<file path="config.mk">
export PLATFORM = sky130hd
export DESIGN_NAME = instr_receive
export DESIGN_NICKNAME = d
export VERILOG_FILES = /design/src/rtl/instr_rx_pkg.sv /design/src/rtl/instr_rx_buf.sv /design/src/rtl/instr_receive.sv
export SDC_FILE = /design/constraint.sdc
export NUM_CORES = 1
export LEC_CHECK = 0
export BUFFER_PORTS_ARGS = -buffer_cell sky130_fd_sc_hd__buf_2
export CAP_MARGIN = 10
export CORE_MARGIN = 1
export CORE_UTILIZATION = 48
export CTS_CLUSTER_DIAMETER = 120
export DETAILED_ROUTE_END_ITERATION = 6
export PLACE_DENSITY = 0.67
export SYNTH_ARGS = -nofsm -noshare
export SYNTH_HDL_FRONTEND = slang
export SYNTH_HIERARCHICAL = 1
export SYNTH_SLANG_ARGS = --single-unit
</file>
<file path="constraint.sdc">
create_clock -name t_clk -period 8.21 [get_ports t_clk]
set_input_delay 1.2315 -clock t_clk [delete_from_list [all_inputs] [get_ports t_clk]]
set_output_delay 1.2315 -clock t_clk [all_outputs]
set_load 0.05 [all_outputs]
</file>
<file path="src/rtl/instr_rx_pkg.sv">
// Shared encodings and default sizes for the instruction-load receiver.
// The optional ack timeout is enabled with the INSTR_RX_TIMEOUT_EN macro.
package instr_rx_pkg;

  localparam int IWIDTH_DEF  = 32;
  localparam int DEPTH_DEF   = 6;
  localparam int AWIDTH_DEF  = 3;
  localparam int TIMEOUT_DEF = 16;
  localparam int STATE_W     = 2;

  typedef enum logic [STATE_W-1:0] {
    ST_IDLE = 2'd0,
    ST_REQ  = 2'd1,
    ST_DONE = 2'd2,
    ST_ERR  = 2'd3
  } rx_state_e;

endpackage

</file>
<file path="src/rtl/instr_rx_buf.sv">
// Local instruction buffer: one write port and a registered read port.
// Reads outside the words stored in the current load return zero.
module instr_rx_buf
  import instr_rx_pkg::*;
#(
  parameter int IWIDTH = IWIDTH_DEF,
  parameter int DEPTH  = DEPTH_DEF,
  parameter int AWIDTH = AWIDTH_DEF
) (
  input  logic              t_clk,
  input  logic              t_rst,
  input  logic              wr_en_i,
  input  logic [AWIDTH-1:0] wr_addr_i,
  input  logic [IWIDTH-1:0] wr_data_i,
  input  logic [AWIDTH-1:0] rd_addr_i,
  input  logic [AWIDTH:0]   count_i,
  output logic [IWIDTH-1:0] rd_data_o
);

  logic [IWIDTH-1:0] mem_q [DEPTH];
  logic [IWIDTH-1:0] rdata_q;
  logic [IWIDTH-1:0] rdata_d;
  logic              rdValid;

  // Storage is deliberately not reset; only words below count are ever exposed.
  always_ff @(posedge t_clk) begin
    if (wr_en_i) begin
      mem_q[wr_addr_i] <= wr_data_i;
    end
  end

  assign rdValid = ({1'b0, rd_addr_i} < count_i);
  assign rdata_d = rdValid ? mem_q[rd_addr_i] : '0;

  always_ff @(posedge t_clk or negedge t_rst) begin
    if (!t_rst) begin
      rdata_q <= '0;
    end else begin
      rdata_q <= rdata_d;
    end
  end

  assign rd_data_o = rdata_q;

endmodule

</file>
<file path="src/rtl/instr_receive.sv">
// Requesting end of the instruction-load link: fills the buffer until the last word.
// Define INSTR_RX_TIMEOUT_EN to abort a load after TIMEOUT cycles without an ack.
module instr_receive
  import instr_rx_pkg::*;
#(
  parameter int IWIDTH  = IWIDTH_DEF,
  parameter int DEPTH   = DEPTH_DEF,
  parameter int AWIDTH  = AWIDTH_DEF,
  parameter int TIMEOUT = TIMEOUT_DEF
) (
  input  logic              t_clk,
  input  logic              t_rst,
  input  logic              r_i_start,
  output logic              r_o_syn,
  input  logic [IWIDTH-1:0] r_i_instr,
  input  logic              r_i_ack,
  input  logic              r_i_last,
  input  logic [AWIDTH-1:0] r_i_raddr,
  output logic [IWIDTH-1:0] r_o_rdata,
  output logic [AWIDTH:0]   r_o_count,
  output logic              r_o_done,
  output logic              r_o_err
);

  localparam logic [AWIDTH:0] DEPTH_C = (AWIDTH+1)'(DEPTH);

  rx_state_e       state_q;
  logic            syn_q;
  logic            done_q;
  logic            err_q;
  logic [AWIDTH:0] count_q;
  logic [AWIDTH:0] count_d;
  logic            inReq;
  logic            room;
  logic            wrEn;
  logic            canStart;
  logic            timeout;

  assign inReq    = (state_q == ST_REQ);
  assign room     = (count_q < DEPTH_C);
  assign wrEn     = inReq & r_i_ack & room;
  assign canStart = r_i_start & ~inReq;
  assign count_d  = count_q + (AWIDTH+1)'(1);

`ifdef INSTR_RX_TIMEOUT_EN
  localparam int TW = $clog2(TIMEOUT + 1);

  logic [TW-1:0] tmo_q;
  logic [TW-1:0] tmo_d;

  assign tmo_d   = tmo_q + TW'(1);
  assign timeout = inReq & ~r_i_ack & (tmo_d == TW'(TIMEOUT));

  // Counts consecutive ack-less REQ cycles; any ack restarts the window.
  always_ff @(posedge t_clk or negedge t_rst) begin
    if (!t_rst) begin
      tmo_q <= '0;
    end else if (canStart || (inReq && r_i_ack)) begin
      tmo_q <= '0;
    end else if (inReq) begin
      tmo_q <= tmo_d;
    end
  end
`else
  assign timeout = 1'b0;
`endif

  // A last word still goes into the buffer on the same edge that raises done.
  always_ff @(posedge t_clk or negedge t_rst) begin
    if (!t_rst) begin
      state_q <= ST_IDLE;
      syn_q   <= 1'b0;
      done_q  <= 1'b0;
      err_q   <= 1'b0;
      count_q <= '0;
    end else begin
      case (state_q)
        ST_REQ: begin
          if (r_i_ack && r_i_last) begin
            if (room) begin
              count_q <= count_d;
            end
            syn_q   <= 1'b0;
            done_q  <= 1'b1;
            state_q <= ST_DONE;
          end else if (r_i_ack && !room) begin
            syn_q   <= 1'b0;
            err_q   <= 1'b1;
            state_q <= ST_ERR;
          end else if (r_i_ack) begin
            count_q <= count_d;
          end else if (timeout) begin
            syn_q   <= 1'b0;
            err_q   <= 1'b1;
            state_q <= ST_ERR;
          end
        end
        default: begin
          if (r_i_start) begin
            state_q <= ST_REQ;
            syn_q   <= 1'b1;
            done_q  <= 1'b0;
            err_q   <= 1'b0;
            count_q <= '0;
          end
        end
      endcase
    end
  end

  instr_rx_buf #(
    .IWIDTH (IWIDTH),
    .DEPTH  (DEPTH),
    .AWIDTH (AWIDTH)
  ) u_buf (
    .t_clk     (t_clk),
    .t_rst     (t_rst),
    .wr_en_i   (wrEn),
    .wr_addr_i (count_q[AWIDTH-1:0]),
    .wr_data_i (r_i_instr),
    .rd_addr_i (r_i_raddr),
    .count_i   (count_q),
    .rd_data_o (r_o_rdata)
  );

  assign r_o_syn   = syn_q;
  assign r_o_count = count_q;
  assign r_o_done  = done_q;
  assign r_o_err   = err_q;

endmodule

</file>
# == After elaboration in Yosys (flattened, before gate mapping) ==
# Memories as Yosys holds them, arrays and structs flattened.
# Cells that the tools add are included.
# op_classes
add_sub_neg,1
div_mod_pow,0
bitwise_logic,2
mul,0
eq_ne,8
magnitude_cmp,2
reduce_logical,8
n_mux,23
n_shift,0
# ops
cell,count
32-bit 2-to-1 mux,1
4-bit 2-to-1 mux,6
1-bit 2-to-1 mux,12
2-bit 2-to-1 mux,4
"3-bit != test, second input constant",2
"4-bit by 1-bit adder with 4-bit output, second input constant",1
3-bit by 4-bit less-than comparator with 1-bit output,1
"4-bit by 3-bit less-than comparator with 1-bit output, second input constant",1
"2-bit by 1-bit != test with 1-bit output, second input constant",2
2-bit AND reduction,2
4-bit AND reduction,1
"3-bit by 1-bit != test with 1-bit output, second input constant",1
"3-bit by 2-bit != test with 1-bit output, second input constant",1
3-bit AND reduction,1
1-bit bitwise AND,2
"2-bit by 1-bit equality test with 1-bit output, second input constant",1
1-bit logical AND,2
"2-bit != test, second input constant",1
2-bit nonzero test,1
1-bit zero test,1
# totals
latch_bits,0
memories,1
ramBits,192
output_inout_bits,39
register_bits,41
romBits,0
input_bits,40
# memory_table
name,depth,width,rd,rd_clocked_by_memory_dff,write_ports,line_no,source
u_buf.mem_q,6,32,1,0,1,instr_rx_buf.sv:20,logic [IWIDTH-1:0] mem_q [DEPTH];

# == Logic depth before layout (Yosys ltp) ==
# depth
depth_word,6
mapped_depth,6
mapped_depth_nobuf,5

# == Hierarchy ==
# Netlist, hierarchy kept.
# modules_own_cells
mod,instances,area_per_inst_um2,cells_per_inst
instr_rx_buf,1,8380.5,496
instr_receive,1,419.2,38

# == Least setup slack after synthesis ==
# No wires, ideal clock.
# synth_path
path_kind,input -> register
startpoint,input port r_i_ack
endpoint,"memory u_buf/mem_q[1][0] in the netlist's numbering, enable pin"
setup_slack_ps,3893
path_stages,4
required_ps,7749
n_path_buf,0
arrival_time_ps,3856
path_cell_list,inv_1 -> nor3_4 -> nand2_1 -> nor3_1
# synth_via
elab_chain_cells,4
# synth_rtl
item,line_no,source
from (decl),instr_receive.sv:16,"input logic r_i_ack,"
1-bit bitwise AND (2 in a row),instr_receive.sv:41,assign wrEn = inReq & r_i_ack & room;
named net wrEn,instr_receive.sv:35,logic wrEn;
1-bit 2-to-1 mux,instr_rx_buf.sv:27,if (wr_en_i) begin
1-bit 2-to-1 mux (not written as such),instr_rx_buf.sv:28,mem_q[wr_addr_i] <= wr_data_i;
to (decl),instr_rx_buf.sv:20,
# The timed path passes the listed nets, and every way through them passes these cells.

# == Worst setup path after layout ==
# layout_path
startpoint,input port r_i_raddr[0]
endpoint,register u_buf.rdata_q[5] (netlist: u_buf/rd_data_o[5])
# layout_via
elab_chain_cells,2
elab_cells_between_ends,3
classes_between,order compare: 1; mux: 1; memory: 1
# layout_rtl
item,line_no,source
from (decl),instr_receive.sv:18,"input logic [AWIDTH-1:0] r_i_raddr,"
3-bit by 4-bit less-than comparator with 1-bit output / memory 6 x 32 bit (equally long branches),n/a,
32-bit 2-to-1 mux *,instr_rx_buf.sv:33,assign rdata_d = rdValid ? mem_q[rd_addr_i] : '0;
named net u_buf.rdata_d[5],instr_rx_buf.sv:22,logic [IWIDTH-1:0] rdata_d;
to (signal assigned),instr_rx_buf.sv:39,rdata_q <= rdata_d;
to (decl),instr_rx_buf.sv:21,logic [IWIDTH-1:0] rdata_q;
# Mark *: on every way through the listed nets, which the timed path passes. The rest lies on a longest branch.
# A chain may end at the register's enable or synchronous reset.

==> impl_results.md <==
* Global-route wire length before repair at ~26000 um
* GRT Util Overall at between 10% and 20%
* Nets in the synthesized netlist at 577
* Number of cells on the worst hold path at 2
* Shortest clock period the worst path allows after layout at approximately 3.0 ns
* Post-synthesis cell count at ~530
* Static leakage at around 3.9 nW
* Setup repair after global routing missed its margin: false
* RR Endpoint: u_buf/mem_q[5][31]$_DFFE_PP_
* Post-route DRC violation count at 0
* Drt via density at 5.456
* Post-Layout Cell Count at roughly 860
* Antenna violation net count after detailed routing at 0
* Pre-antenna DRT Iters at 4
* Count of warnings emitted by yosys at 6
* Library cell occupying the most area in the post-synthesis netlist: sky130_fd_sc_hd__edfxtp_1
* Die Wd at 137.4 um
* Ratio of cells with drive above 1 in the final layout at between 10% and 20%
* Power density over cell area at roughly 300 mW/mm^2
* Status: finished, final reports clean
* Number of instances in the placed design at slightly above 800
* Fraction of synthesized cell area taken by the top area cell type at 65.52%
* Maximum number of pins on one net before global-route repair at between 60 and 70
* Total length of routed wires at around 17000 um
* Headroom to the max-slew limit at a little under a fifth
* Cell count along the critical path at 6
* Weighted congestion reported at the end of routability-driven placement at ~0.77
* Destination of the worst hold path: r_o_syn$_DFFE_PN0P_
* CP max stage delay at about 0.64 ns
* Half-perimeter wire length after placement at just under 9000 um
* Overall power of the completed layout at around 3.1 mW
* Leading cell types by total area after synthesis: sky130_fd_sc_hd__edfxtp_1, sky130_fd_sc_hd__dfrtp_1, sky130_fd_sc_hd__mux2i_1
* Cell breakdown of the critical path: buf_2, buf_4, nand2b_2, a211oi_1, a21oi_1, and3_1
* Slack of the critical path at between 5 and 6 ns
* Final-layout setup total negative slack at 0 ns
* Depth of the most critical reg-to-reg path at 4
* Post-detailed-route wirelength per cell at a little under 20 um
* Register-to-register setup slack at around 5.6 ns
* Total clock buffers created by CTS at 23
* Worst setup SP type: input port
* Height of the die at between 100 and 150 um
* Hold buffers post-CTS at 0
* Highest Clock Rate at between 300 and 400 MHz
* Max-cap viol count at 0
* Number of endpoints with negative hold slack in the final report at 0
* Number of placement rows at slightly below 50
* Required time reported for the critical path endpoint at around 8.6 ns
* Number of setup violations in the final report at 0
* Seq/Total Area, Yosys at 77.18%
* Post-cts resize count at 0
* Max rail drop VDD at between 0.00015 and 0.0002 V
* H-tree levels at 1
* Port Buffers at 78
* Final critical-path share of the clock period at between 30% and 40%
* Highest-delay cell along the critical path: sky130_fd_sc_hd__nand2b_2
* Antenna violations before repair at 1
* Startpoint of the most critical hold path: r_o_syn$_DFFE_PN0P_
* Root cell of the clock tree: sky130_fd_sc_hd__clkbuf_16
* Transition time at the pin with the least slew margin at between 1 and 1.5 ns
* Cell family with the largest share of critical-path delay: simple AND/OR/NAND/NOR gates
* Dpl ws at 4.774 ns
* TritonCTS sink count at around 230
* Post-Synthesis Cell Area at 0.008800 mm^2
* TritonCTS clock tree: built
* Effective utilization at floorplan at 48.99%
* Clock Tree Buf Depth at 3
* Setup repair bufs after CTS at 0
* Net count reported at finish at between 600 and 700
* Number of global-route vias before repair at 4629
* Detailed router's first-iteration violation count at 291
* Vias after detailed routing at 4687
* Skew-Pair Late Insertion Delay at roughly 0.50 ns
* Die Outline Area at around 0.019 mm^2
* Number of distinct library cells after synthesis at 28
* Max Clock Skew at approximately 0.019 ns
* Min-delay worst type: reg -> reg
* Reg clk slew, reported paths at 0.06 ns
* Layout Area Growth over Synthesis at 15.78%
* Kind of capture point of the worst setup path: flop
* Core area at 0.01796 mm^2
* Antenna diodes at 0
* Gr ovfl total at 0
* Max-slew violation total from the final report at 0
* Average instance area after synthesis at between 15 and 20 um^2
* Reg2Reg Launch Point: r_o_count[2]$_DFFE_PN0P_
* Critical path data arrival time at 3.34 ns
* Critical path buffer and inverter count at 2
* Synth Register Bits at ~230
* Kind of critical path: in -> reg
* IO Count at 79
* Maximum fanout count along the critical path at 35
## cell families (layout without fill, tap and decap cells)
group	after synthesis	after routing	synth area share [%]
adder cells (fa/ha/maj)	3	3	0.4266
AO/OA/AOI/OAI	81	81	5.816
flip-flops	233	233	77.18
AND/OR/NAND/NOR	119	119	7.437
buffers and inverters	33	129	1.749
multiplexers	65	65	7.394
## stage by stage
step,cell area (um^2),util (%),hold slack (ns)
after floorplan,8800,-,0.4765
after global placement,9420,52.44,0.4852
after detailed placement,9420,52.44,0.5035
after CTS,10170,56.61,0.5206
after global routing,10190,56.72,0.5583
final,10190,56.72,0.5160
## Yosys cell counts (all sizes together)
library cell  count
a211oi           33
a21boi            1
a21o              2
a21oi            36
a31oi             1
and3             32
buf              20
clkbuf            9
dfrtp            41
edfxtp          192
ha                3
inv               4
mux2i            65
nand2            33
nand2b            6
nand4             1
nand4b            1
nor2              9
nor2b            33
nor3              3
o211a             1
o21ai             4
o221ai            1
o31ai             1
o41ai             1
or3               1
## registers in the layout, summed over array words and instances, names as in the netlist
signal           count
r_o_count            4
r_o_done             1
r_o_err              1
r_o_syn              1
state_q              2
u_buf/mem_q        192
u_buf/rd_data_o     32
## worst max path at each step
stage,start,end,slack [ns]
after detailed placement,r_i_raddr[0],u_buf/rd_data_o[2]$_DFF_PN0_,4.77
after floorplan,r_i_ack,u_buf/mem_q[1][0]$_DFFE_PP_,3.89
final,r_i_raddr[0],u_buf/rd_data_o[5]$_DFF_PN0_,5.26
after global placement,r_i_raddr[0],u_buf/rd_data_o[30]$_DFF_PN0_,4.81
after global routing,r_i_raddr[0],u_buf/rd_data_o[2]$_DFF_PN0_,5.14
after CTS,r_i_raddr[0],u_buf/rd_data_o[2]$_DFF_PN0_,5.29
## cells in the final DEF (no fill, tap or decap), types with 7 or more instances in the layout
cell type and instances:
sky130_fd_sc_hd__dfrtp_1 41, sky130_fd_sc_hd__nor2b_1 33, sky130_fd_sc_hd__clkbuf_1 7, sky130_fd_sc_hd__mux2i_1 65
sky130_fd_sc_hd__a211oi_1 33, sky130_fd_sc_hd__buf_2 77, sky130_fd_sc_hd__and3_1 32, sky130_fd_sc_hd__edfxtp_1 192
sky130_fd_sc_hd__nand2_1 33, sky130_fd_sc_hd__clkbuf_16 23, sky130_fd_sc_hd__a21oi_1 36
## per-layer routing
metal / GRT usage (%) / part of all wire [%] / routed length (um) / vias to the layer above
met3: 3.201 / 6.6 / 1109 / 25
met5: 0 / 0.077 / 13 / -
met4: 5.556 / 1.5 / 259 / 2
met2: 30.40 / 49 / 8242 / 116
li1: - / - / - / 2184
met1: 24.58 / 43 / 7158 / 2360
## final cells by class
class | count | area [um^2]
sequential | 233 | 6792
fill | 1412 | 7775
multi-input combinational | 268 | 1904
timing repair buffer | 83 | 442.9
clock inverter | 11 | 132.6
tap | 229 | 286.5
clock buffer | 31 | 615.6
inverter | 4 | 15.01
## worst reg2reg max path, cell delays in order, from the launching register on
cell and delay, ns:
sky130_fd_sc_hd__dfrtp_1 0.51, sky130_fd_sc_hd__a21o_1 0.27, sky130_fd_sc_hd__nor3_4 0.24, sky130_fd_sc_hd__nand2_1 0.20, sky130_fd_sc_hd__nor2_4 0.98
## where the power goes
group          total (mW)  internal, mW  switching, mW
logic               0.583         0.138          0.446
registers            1.50          1.45         0.0528
clock network        1.03         0.621          0.412
total                3.11          2.20          0.910
Note: power is estimated with default switching activity, not from simulation.
